### src/rtl/dmac_slave.sv
// dmac_slave: register-mapped slave side of a simple DMA controller.
// It holds the transfer setup registers, drives the start, clear and mode
// controls to the DMA master, and queues transfer descriptors
// {source, destination, size} in an 8-deep FIFO that the master pops.
//
// Ports:
//   clk, reset_n               clock and asynchronous active-low reset
//   s_sel, s_wr, s_addr, s_din register bus input; only s_addr[7:0] is decoded
//   s_dout                     registered read data (0 when not reading)
//   op_start, op_clear, op_mode  controls to the master
//   op_done                    completion flag from the master
//   rd_en                      descriptor pop request from the master
//   source_addr, dest_addr, data_size  the descriptor most recently popped
//   data_count                 FIFO occupancy, 0..8
//   interrupt                  combinational op_done & int_en
module dmac_slave (
  input  logic        clk,
  input  logic        reset_n,
  input  logic        s_sel,
  input  logic        s_wr,
  input  logic [15:0] s_addr,
  input  logic [31:0] s_din,
  output logic [31:0] s_dout,
  output logic        op_start,
  output logic        op_clear,
  output logic [1:0]  op_mode,
  input  logic        op_done,
  input  logic        rd_en,
  output logic [15:0] source_addr,
  output logic [15:0] dest_addr,
  output logic [15:0] data_size,
  output logic [3:0]  data_count,
  output logic        interrupt
);

  localparam int unsigned DEPTH = 8;
  localparam int unsigned PTR_W = 3;
  localparam int unsigned CNT_W = 4;
  localparam int unsigned HW    = 16;

  localparam logic [7:0] A_START  = 8'h00;
  localparam logic [7:0] A_INT_EN = 8'h01;
  localparam logic [7:0] A_SRC    = 8'h02;
  localparam logic [7:0] A_DST    = 8'h03;
  localparam logic [7:0] A_SIZE   = 8'h04;
  localparam logic [7:0] A_PUSH   = 8'h05;
  localparam logic [7:0] A_MODE   = 8'h06;
  localparam logic [7:0] A_CLEAR  = 8'h07;
  localparam logic [7:0] A_STATUS = 8'h08;

  typedef struct packed {
    logic [HW-1:0] src;
    logic [HW-1:0] dst;
    logic [HW-1:0] size;
  } desc_t;

  logic [7:0]       addr;
  logic             wr_c, rd_c;
  logic             push_c, pop_c, push_ok_c, ovf_set_c;
  logic             full_c, empty_c;
  logic             int_en;
  logic [HW-1:0]    src_reg, dst_reg, size_reg;
  logic             overflow;
  logic [PTR_W-1:0] wr_ptr, rd_ptr;
  logic [CNT_W-1:0] count_nxt_c;
  logic [31:0]      rdata_c;
  desc_t            mem [DEPTH];
  desc_t            head_c;

  // Upper address bits and upper write-data bits carry no meaning here
  logic unused_bits;
  assign unused_bits = ^{s_addr[15:8], s_din[31:16]};

  assign addr    = s_addr[7:0];
  assign wr_c    = s_sel & s_wr;
  assign rd_c    = s_sel & ~s_wr;
  assign full_c  = (data_count == CNT_W'(DEPTH));
  assign empty_c = (data_count == '0);
  assign head_c  = mem[rd_ptr];

  // A push into a full FIFO is accepted only when a pop frees a slot that cycle
  assign push_c    = wr_c && (addr == A_PUSH);
  assign pop_c     = rd_en && !empty_c;
  assign push_ok_c = push_c && (!full_c || pop_c);
  assign ovf_set_c = push_c && full_c && !pop_c;

  assign interrupt = op_done & int_en;

  // Occupancy update
  always_comb begin
    count_nxt_c = data_count;
    case ({push_ok_c, pop_c})
      2'b10:   count_nxt_c = data_count + CNT_W'(1);
      2'b01:   count_nxt_c = data_count - CNT_W'(1);
      default: count_nxt_c = data_count;
    endcase
  end

  // Read-data mux
  always_comb begin
    rdata_c = '0;
    case (addr)
      A_INT_EN: rdata_c = 32'(int_en);
      A_SRC:    rdata_c = 32'(src_reg);
      A_DST:    rdata_c = 32'(dst_reg);
      A_SIZE:   rdata_c = 32'(size_reg);
      A_MODE:   rdata_c = 32'(op_mode);
      A_CLEAR:  rdata_c = 32'(op_clear);
      A_STATUS: rdata_c = 32'({data_count, overflow, empty_c, full_c, op_done});
      default:  rdata_c = '0;
    endcase
  end

  // Control/setup registers and read data
  always_ff @(posedge clk or negedge reset_n) begin
    if (!reset_n) begin
      int_en   <= 1'b0;
      src_reg  <= '0;
      dst_reg  <= '0;
      size_reg <= '0;
      op_mode  <= '0;
      op_clear <= 1'b0;
      op_start <= 1'b0;
      overflow <= 1'b0;
      s_dout   <= '0;
    end else begin
      op_start <= wr_c && (addr == A_START) && s_din[0];
      s_dout   <= rd_c ? rdata_c : '0;
      if (wr_c) begin
        case (addr)
          A_INT_EN: int_en   <= s_din[0];
          A_SRC:    src_reg  <= s_din[HW-1:0];
          A_DST:    dst_reg  <= s_din[HW-1:0];
          A_SIZE:   size_reg <= s_din[HW-1:0];
          A_MODE:   op_mode  <= s_din[1:0];
          A_CLEAR:  op_clear <= s_din[0];
          default:  ;
        endcase
      end
      // STATUS write and PUSH are different offsets, so never both at once
      if (wr_c && (addr == A_STATUS)) overflow <= 1'b0;
      else if (ovf_set_c)             overflow <= 1'b1;
    end
  end

  // FIFO pointers, occupancy and popped descriptor outputs
  always_ff @(posedge clk or negedge reset_n) begin
    if (!reset_n) begin
      wr_ptr      <= '0;
      rd_ptr      <= '0;
      data_count  <= '0;
      source_addr <= '0;
      dest_addr   <= '0;
      data_size   <= '0;
    end else begin
      data_count <= count_nxt_c;
      if (push_ok_c) wr_ptr <= wr_ptr + PTR_W'(1);
      if (pop_c) begin
        rd_ptr      <= rd_ptr + PTR_W'(1);
        source_addr <= head_c.src;
        dest_addr   <= head_c.dst;
        data_size   <= head_c.size;
      end
    end
  end

  // Descriptor storage; a push at full with a pop overwrites the slot being read out
  always_ff @(posedge clk or negedge reset_n) begin
    if (!reset_n) begin
      for (int i = 0; i < DEPTH; i++) mem[i] <= '0;
    end else if (push_ok_c) begin
      mem[wr_ptr] <= '{src: src_reg, dst: dst_reg, size: size_reg};
    end
  end

endmodule

### config.mk
export PLATFORM = sky130hd
export DESIGN_NAME = dmac_slave
export DESIGN_NICKNAME = d
export VERILOG_FILES = /design/src/rtl/dmac_slave.sv
export SDC_FILE = /design/constraint.sdc
export NUM_CORES = 1
export LEC_CHECK = 0
export BUFFER_PORTS_ARGS = -buffer_cell sky130_fd_sc_hd__buf_2
export CORE_ASPECT_RATIO = 2
export CORE_MARGIN = 1.5
export CORE_UTILIZATION = 50
export DETAILED_ROUTE_END_ITERATION = 10
export GPL_TIMING_DRIVEN = 0
export PLACE_DENSITY_LB_ADDON = 0.08
export SYNTH_ARGS = -nofsm -noshare
export SYNTH_HDL_FRONTEND = slang
export SYNTH_SLANG_ARGS = --single-unit
### constraint.sdc
create_clock -name clk -period 2.87 [get_ports clk]
set_input_delay 0.1435 -clock clk [delete_from_list [all_inputs] [get_ports clk]]
set_output_delay 0.1435 -clock clk [all_outputs]
set_load 0.01 [all_outputs]
==> results of run 1 <==
-- through the flow --
stage / util / area [um2] / setup TNS [ns]
after floorplan: - / 22800 / 0
after global placement: 0.534 / 24000 / -4319.36
after detailed placement: 0.537 / 24100 / -11.76
after CTS: 0.579 / 26000 / 0
after global routing: 0.579 / 26000 / 0
final: 0.579 / 26000 / 0
-- cells by family (layout without fill, tap and decap cells) --
| kind of cell | Yosys count | in the layout |
|---|---|---|
| AO/OA/AOI/OAI | 85 | 85 |
| XOR/XNOR | 7 | 7 |
| adder cells (fa/ha/maj) | 3 | 3 |
| buffers and inverters | 161 | 369 |
| flip-flops | 512 | 512 |
| multiplexers | 598 | 598 |
| other | 1 | 16 |
| AND/OR/NAND/NOR | 133 | 133 |
-- placed cells by master, fill, tap and decap left out, types with 4 or more instances in the layout --
cell type      count
nor3_1             5
mux2i_1           55
mux2_2           385
buf_2            120
nor2_1            23
mux2_4            30
xnor2_1            5
clkbuf_8           8
mux4_2            96
dlygate4sd3_1     19
buf_1             51
clkbuf_1          43
o21ai_0           51
nor3_2             4
a22oi_1           12
a21oi_1            9
clkbuf_2          11
buf_6              9
conb_1            16
clkbuf_16         49
o22a_1             5
mux2_1            32
dfrtp_1          512
bufinv_16          8
nand2_1           61
clkbuf_4           5
clkinvlp_4         6
nand3_1           14
clkinv_2           6
buf_16             4
buf_4             23
-- layer usage --
layer	share of wire	up-vias	GRT usage
met1	0.36	6912	0.282
met4	0.042	0	0.100
li1	-	5764	-
met2	0.56	282	0.492
met5	0	-	0
met3	0.033	111	0.0325
-- worst reg2reg max path, delay by kind of cell (launching register included) --
family / cells / cell delay [ns]
buffers and inverters: 3 / 1.80
AO/OA/AOI/OAI: 1 / 0.12
flip-flops: 1 / 0.34
multiplexers: 1 / 0.36
-- how the worst min path moves through the flow --
stage | from | to | slack (ns) | cells after the start
floorplan | reset_n | data_count[0]$_DFFE_PN0P_ | -0.15 | 0
global placement | rd_en | data_count[3]$_DFFE_PN0P_ | 0.34 | 2
detailed placement | reset_n | mem[273]$_DFFE_PN0P_ | 0.12 | 1
CTS | s_addr[3] | op_start$_DFF_PN0_ | 0.03 | 3
global route | s_addr[3] | op_start$_DFF_PN0_ | 0.07 | 3
finish | s_addr[3] | op_start$_DFF_PN0_ | 0.05 | 3
-- power groups by stage --
stage,registers [W],clock network [W],logic [W]
5_1_grt,0.00735,0.00727,0.00295
4_1_cts,0.00734,0.00703,0.00284
3_3_place_gp,0.00748,0,0.00275
3_5_place_dp,0.00748,0,0.00279
2_1_floorplan,0.00748,0,0.00168
6_report,0.00735,0.00688,0.00277
-- final cells by class --
cell class / instances / share of cell area
clock buffer: 63 / 0.0523
timing repair buffer: 123 / 0.0312
buffer: 158 / 0.0313
inverter: 3 / 0.000433
clock inverter: 22 / 0.0128
multi-input combinational: 842 / 0.352
sequential: 512 / 0.493
tap: 560 / 0.0270
-- what timing repair did --
action                                  in CTS  in global routing
buffers inserted                             0                  0
gates cloned                                 0                  0
endpoints found under the setup margin      34                 55
hold endpoints to repair                   110                  0
hold buffers                                19                  0
resized for setup                           13                 17
==> results.ini, run 1 <==
[setup_path]
r2r-start=rd_ptr[2]$_DFFE_PN0P_
cp.depth=5
path_class=reg -> reg
r2r_cells=5
crit_slowest_cell=clkbuf_1
cp_max_fo=10
cp_data_required_time_ns=3.29
crit_path_end=dest_addr[1]$_DFFE_PN0P_
crit_start=rd_ptr[2]$_DFFE_PN0P_
cp.buffers_inverters=3
path_cells=clkbuf_1 -> clkbuf_1 -> clkbuf_1 -> mux2i_1 -> o21ai_0
r2r_setup_slack_ns=0.10
crit_top_cell=clkbuf_1
max_stage_delay_ns=0.80
crit_family=buffers and inverters
worstPathArrival_ns=3.19
start_kind=flop
end_kind=flop
r2r-end=dest_addr[1]$_DFFE_PN0P_

[placement]
globalplace.congestion=0.868
portBuffers=100
place_inst=2179
dpl_worst_slack_ns=-0.526
dp_hpwl_um=41700

[synth]
yosysMostFrequentCell=dfrtp_1
synth_fa_ha_area_frac=0.00165
syn_area_um2=22700
synth_top_cell_area_share=0.564
synth_largest_area_cell=dfrtp_1
synth_top_family_by_area=multiplexers
synth_enable_flop_cells=0
syn_inst=1500
synth_compound_area_frac=0.0217
synthXorXnorAreaFrac=0.00270
ys_types=46
synthSimpleGateAreaFrac=0.0284
synth-async-reset-ratio=1.00
yosys-top-cells-count=512 x dfrtp_1, 385 x mux2_2, 96 x mux4_2
synth.area.top_cells=dfrtp_1 56%, mux2_2 19%, mux4_2 9.5%
ys_seq_elements=512
avgSynthCellArea_um2=15.1
muxShareOfSynthArea=0.346
seq_area_frac_synth=0.564
yosysWarnings=0
synthFlopType=dfrtp_1

[sta]
grt_setup_unrepaired=no
max_freq_ghz=0.361
period_needed_ns=2.77
hold_viol=0
setup_viol_count_final=0
holdWs_ns=0.0504
tightest_slew_ns=1.23
fin_crit_sh=0.965
timing.final.ws_setup_ns=0.102
clock_skew_ns=0.0175
drv_slew=0
max-slew-margin-rel=0.179

[route]
vias=13100
drc=0
totalWireLength_um=58200
wl_per_cell_um=25.5
ant_nets=0
drt-initial-drc-count=545
drtPass1Iterations=4
vias_per_cell=5.72

[floorplanning]
start_util=0.506
fp.dieH_um=304
row_count=110
io_pins=143
die_x_um=154
core_um2=44900
die_area_um2=46800

[layout]
area_growth_pct=14.5
largest_reg_flops=384
n_fill_cell=3570
register_area_um2=12800
largest_register=mem
multi_input_area_um2=9160
num-nets-final=1743
post_layout_nonfiller_instances=2283
drive_gt1_frac=0.449
antenna_cells=0

[pwr]
switching_share=0.276
total_power_w=0.0170
intPower_w=0.0123
p_comb_frac=0.163
switchingPower_w=0.00470
pwr-share-clk=0.405
pwr_density_cell_nw_per_um2=654
peakVddDrop_v=0.000516
p_leak_nw=12.9
p_seq_frac=0.432

[global_routing]
track_usage=0.256
antenna_found_initial=0
grt_max_degree=123
overflow=0
grt_pass1_vias=14200
grt_pass1_wl_um=88600

[clock_network]
cts_buffer_depth=3
clock_tree.root_cell=clkbuf_16
path_clk_slew_ns=0.07
cts_tree=yes
cts.sinks=512
clk_latency_ns=0.58
numCtsBuffers=46
htreeDepth=2

[outcome]
status=finished clean

[hold_path]
holdCritPathClass=in -> reg

[run]
max_cap_viol_count=0

Power figures use the tool's default switching activity.
==> inputs of run 2 (changes only) <==
Settings changed: MAX_ROUTING_LAYER from default to met4, PLACE_DENSITY from default to 0.68, PLACE_DENSITY_LB_ADDON 0.08 to default.
==> run 2 against run 1 <==
Sequential power barely moved. Clock skew rose by 0.0053 ns. Critical path type unchanged. Sequential share of layout area rose by 0.32 points. Combinational power barely moved. Wire length fell by 1.5%. Worst hold slack improved by 0.060 ns. Flip-flop and latch count did not move. Count of clock-buffer cells in the layout rose by 11. Total power fell by 4.1%. First-iteration DRC count rose by 49%. Critical endpoint is now mem[301]$_DFFE_PN0P_. Via count rose by 1.3%. Largest cell class unchanged.
==> results.ini, run 2 (synthesized netlist as in run 1, its figures left out) <==
[sta]
period_needed_ns=2.80  ; +0.0343 ns
fin_crit_sh=0.976  ; +0.0120
clock_skew_ns=0.0228  ; +0.00530 ns
max_freq_ghz=0.357  ; -1.2%
drv_slew=0  ; unchanged
max-slew-margin-rel=0.279  ; +0.100
tightest_slew_ns=1.08  ; -0.150 ns
hold_viol=0  ; unchanged
grt_setup_unrepaired=yes
finalSetupTns_ns=0  ; unchanged
setup_viol_count_final=0  ; unchanged

[clock_network]
clock_tree.root_cell=clkbuf_16
htreeDepth=2  ; unchanged
clk_latency_ns=0.57  ; about the same
cts_tree=yes
cts.sinks=512  ; unchanged
cts_buffer_depth=3  ; unchanged
cts_setup_buffers=0  ; unchanged
numCtsBuffers=45  ; -2.2%
path_clk_slew_ns=0.07  ; about the same

[setup_path]
path_cells=or3_1 -> nor2_1 -> nor3_1 -> nand3_1 -> clkdlybuf4s15_1 -> mux2_2
cp_data_required_time_ns=3.30  ; about the same
r2r-start=data_count[1]$_DFFE_PN0P_
end_kind=flop
crit_start=data_count[1]$_DFFE_PN0P_
crit_slowest_cell=clkdlybuf4s15_1
path_class=reg -> reg
worstPathArrival_ns=3.23  ; +0.04 ns
cp_max_fo=10  ; unchanged
max_stage_delay_ns=0.70  ; -0.10 ns
start_kind=flop

[route]
vias=13200  ; +1.3%
drt-initial-drc-count=812  ; +49%
wl_per_cell_um=25.1  ; -1.3%
totalWireLength_um=57300  ; -1.5%
vias_per_cell=5.81  ; +1.5%
ant_nets=0  ; unchanged
drc=0  ; unchanged
drtPass1Iterations=5  ; +1

[pwr]
switching_share=0.279  ; +0.00217
pwr-share-clk=0.381  ; -0.024
total_power_w=0.0163  ; -4.1%
p_comb_frac=0.168  ; +0.005
peakVddDrop_v=0.000471  ; -8.6%
p_leak_nw=12.8  ; -0.50%
p_seq_frac=0.451  ; +0.019
intPower_w=0.0118  ; -4.4%
pwr_density_cell_nw_per_um2=631  ; -3.5%
switchingPower_w=0.00454  ; -3.3%

[hold_path]
holdCritPathClass=in -> reg
hold_start=s_sel

[floorplanning]
core_um2=44900  ; unchanged
die_x_um=154  ; unchanged
start_util=0.506  ; unchanged
row_count=110  ; unchanged
fp.dieH_um=304  ; unchanged
io_pins=143  ; unchanged
die_area_um2=46800  ; unchanged

[run]
max_cap_viol_count=0  ; unchanged

[global_routing]
grt_pass1_wl_um=87800  ; -1.0%
antenna_found_initial=0  ; unchanged
overflow=0  ; unchanged
track_usage=0.259  ; +0.00291
grt_pass1_vias=14400  ; +2.0%
grt_max_degree=129  ; +4.9%

[placement]
placed_area_um2=24100  ; unchanged
portBuffers=100  ; unchanged
globalplace.congestion=0.926  ; +6.7%
dp_hpwl_um=40900  ; -1.8%

[layout]
drive_gt1_frac=0.444  ; -0.00452
mostFrequentLayoutCells=512 x dfrtp_1, 385 x mux2_2, 121 x buf_2
num-nets-final=1742  ; -0.057%
final_common_cell=dfrtp_1
largest_reg_flops=384  ; unchanged
fin_area_um2=25800  ; -0.64%
antenna_cells=0  ; unchanged
largest_register=mem
area_growth_pct=13.8

[outcome]
status=finished clean

-- run 2: changes by cell type in the layout (fill, tap and decap cells not counted), moves of 2 or more --
cell             previous run  this run
clkbuf_16                  49        45
clkinv_4                    2         0
clkinv_2                    6         4
clkbuf_1                   43        46
bufinv_16                   8         1
clkbuf_8                    8        21
clkbuf_2                   11         7
clkdlybuf4s15_1             0         3
clkinvlp_4                  6         0
-- run 2: final timing paths --
| check | cells after the start | slack, ns | to |
|---|---|---|---|
| max | 6 | 0.07 | mem[301]$_DFFE_PN0P_ |
| min | 4 | 0.11 | overflow$_DFFE_PN0P_ |
| max reg2reg | 6 | 0.07 | mem[301]$_DFFE_PN0P_ |
| min reg2reg | 2 | 0.47 | dest_addr[15]$_DFFE_PN0P_ |
| max in group asynchronous | 5 | 0.73 | mem[4]$_DFFE_PN0P_ |
| min in group asynchronous | 2 | 0.12 | mem[123]$_DFFE_PN0P_ |
-- run 2: layout make-up --
cell class | instances | area (um2)
Sequential cell | 512 | 12800
Clock inverter | 6 | 66.3
Clock buffer | 74 | 1450
Tap cell | 560 | 701
Fill cell | 3585 | 19000
Buffer | 158 | 825
Timing Repair Buffer | 123 | 811
Multi-Input combinational cell | 842 | 9160
Inverter | 3 | 11.3
-- run 2: stage by stage --
stage / instances / hold WS (ns) / util / setup slack (ns)
final: 2278 / 0.111 / 0.576 / 0.0675
after detailed placement: 2179 / 0.103 / 0.537 / -0.599
after global routing: 2278 / 0.112 / 0.576 / -0.00573
after global placement: 2175 / 0.417 / 0.534 / -8.10
after floorplan: 1515 / -0.152 / - / 0.366
after CTS: 2278 / 0.0584 / 0.575 / 0.00780
-- run 2: power groups by stage --
stage          Combinational (W)  Sequential (W)  Clock, W
2_1_floorplan            0.00168         0.00748         0
3_3_place_gp             0.00274         0.00748         0
3_5_place_dp             0.00277         0.00748         0
4_1_cts                  0.00281         0.00734   0.00632
5_1_grt                  0.00292         0.00735   0.00655
6_report                 0.00274         0.00735   0.00621
-- run 2: routing by layer --
metal  part of all wire  routed length [um]  up-vias  global-route usage
li1                   -                   -     5754                   -
met1               0.36               20400     7019               0.276
met2               0.56               32300      327               0.480
met3              0.036                2040      135              0.0285
met4              0.042                2430        0               0.112
met5                  0                   0        -                   -
-- run 2: worst max-delay path, delay by kind of cell, from the launching register on --
kind | cells | cell delay (ns)
simple gates | 4 | 1.07
buf+inv | 1 | 0.70
mux | 1 | 0.42
flops | 1 | 0.48
-- run 2: what timing repair did --
action | 4_1_cts | 5_1_grt
hold endpoints to repair | 113 | 0
hold buffers | 19 | 0
resized for setup | 9 | 19
setup endpoints to repair | 53 | 41
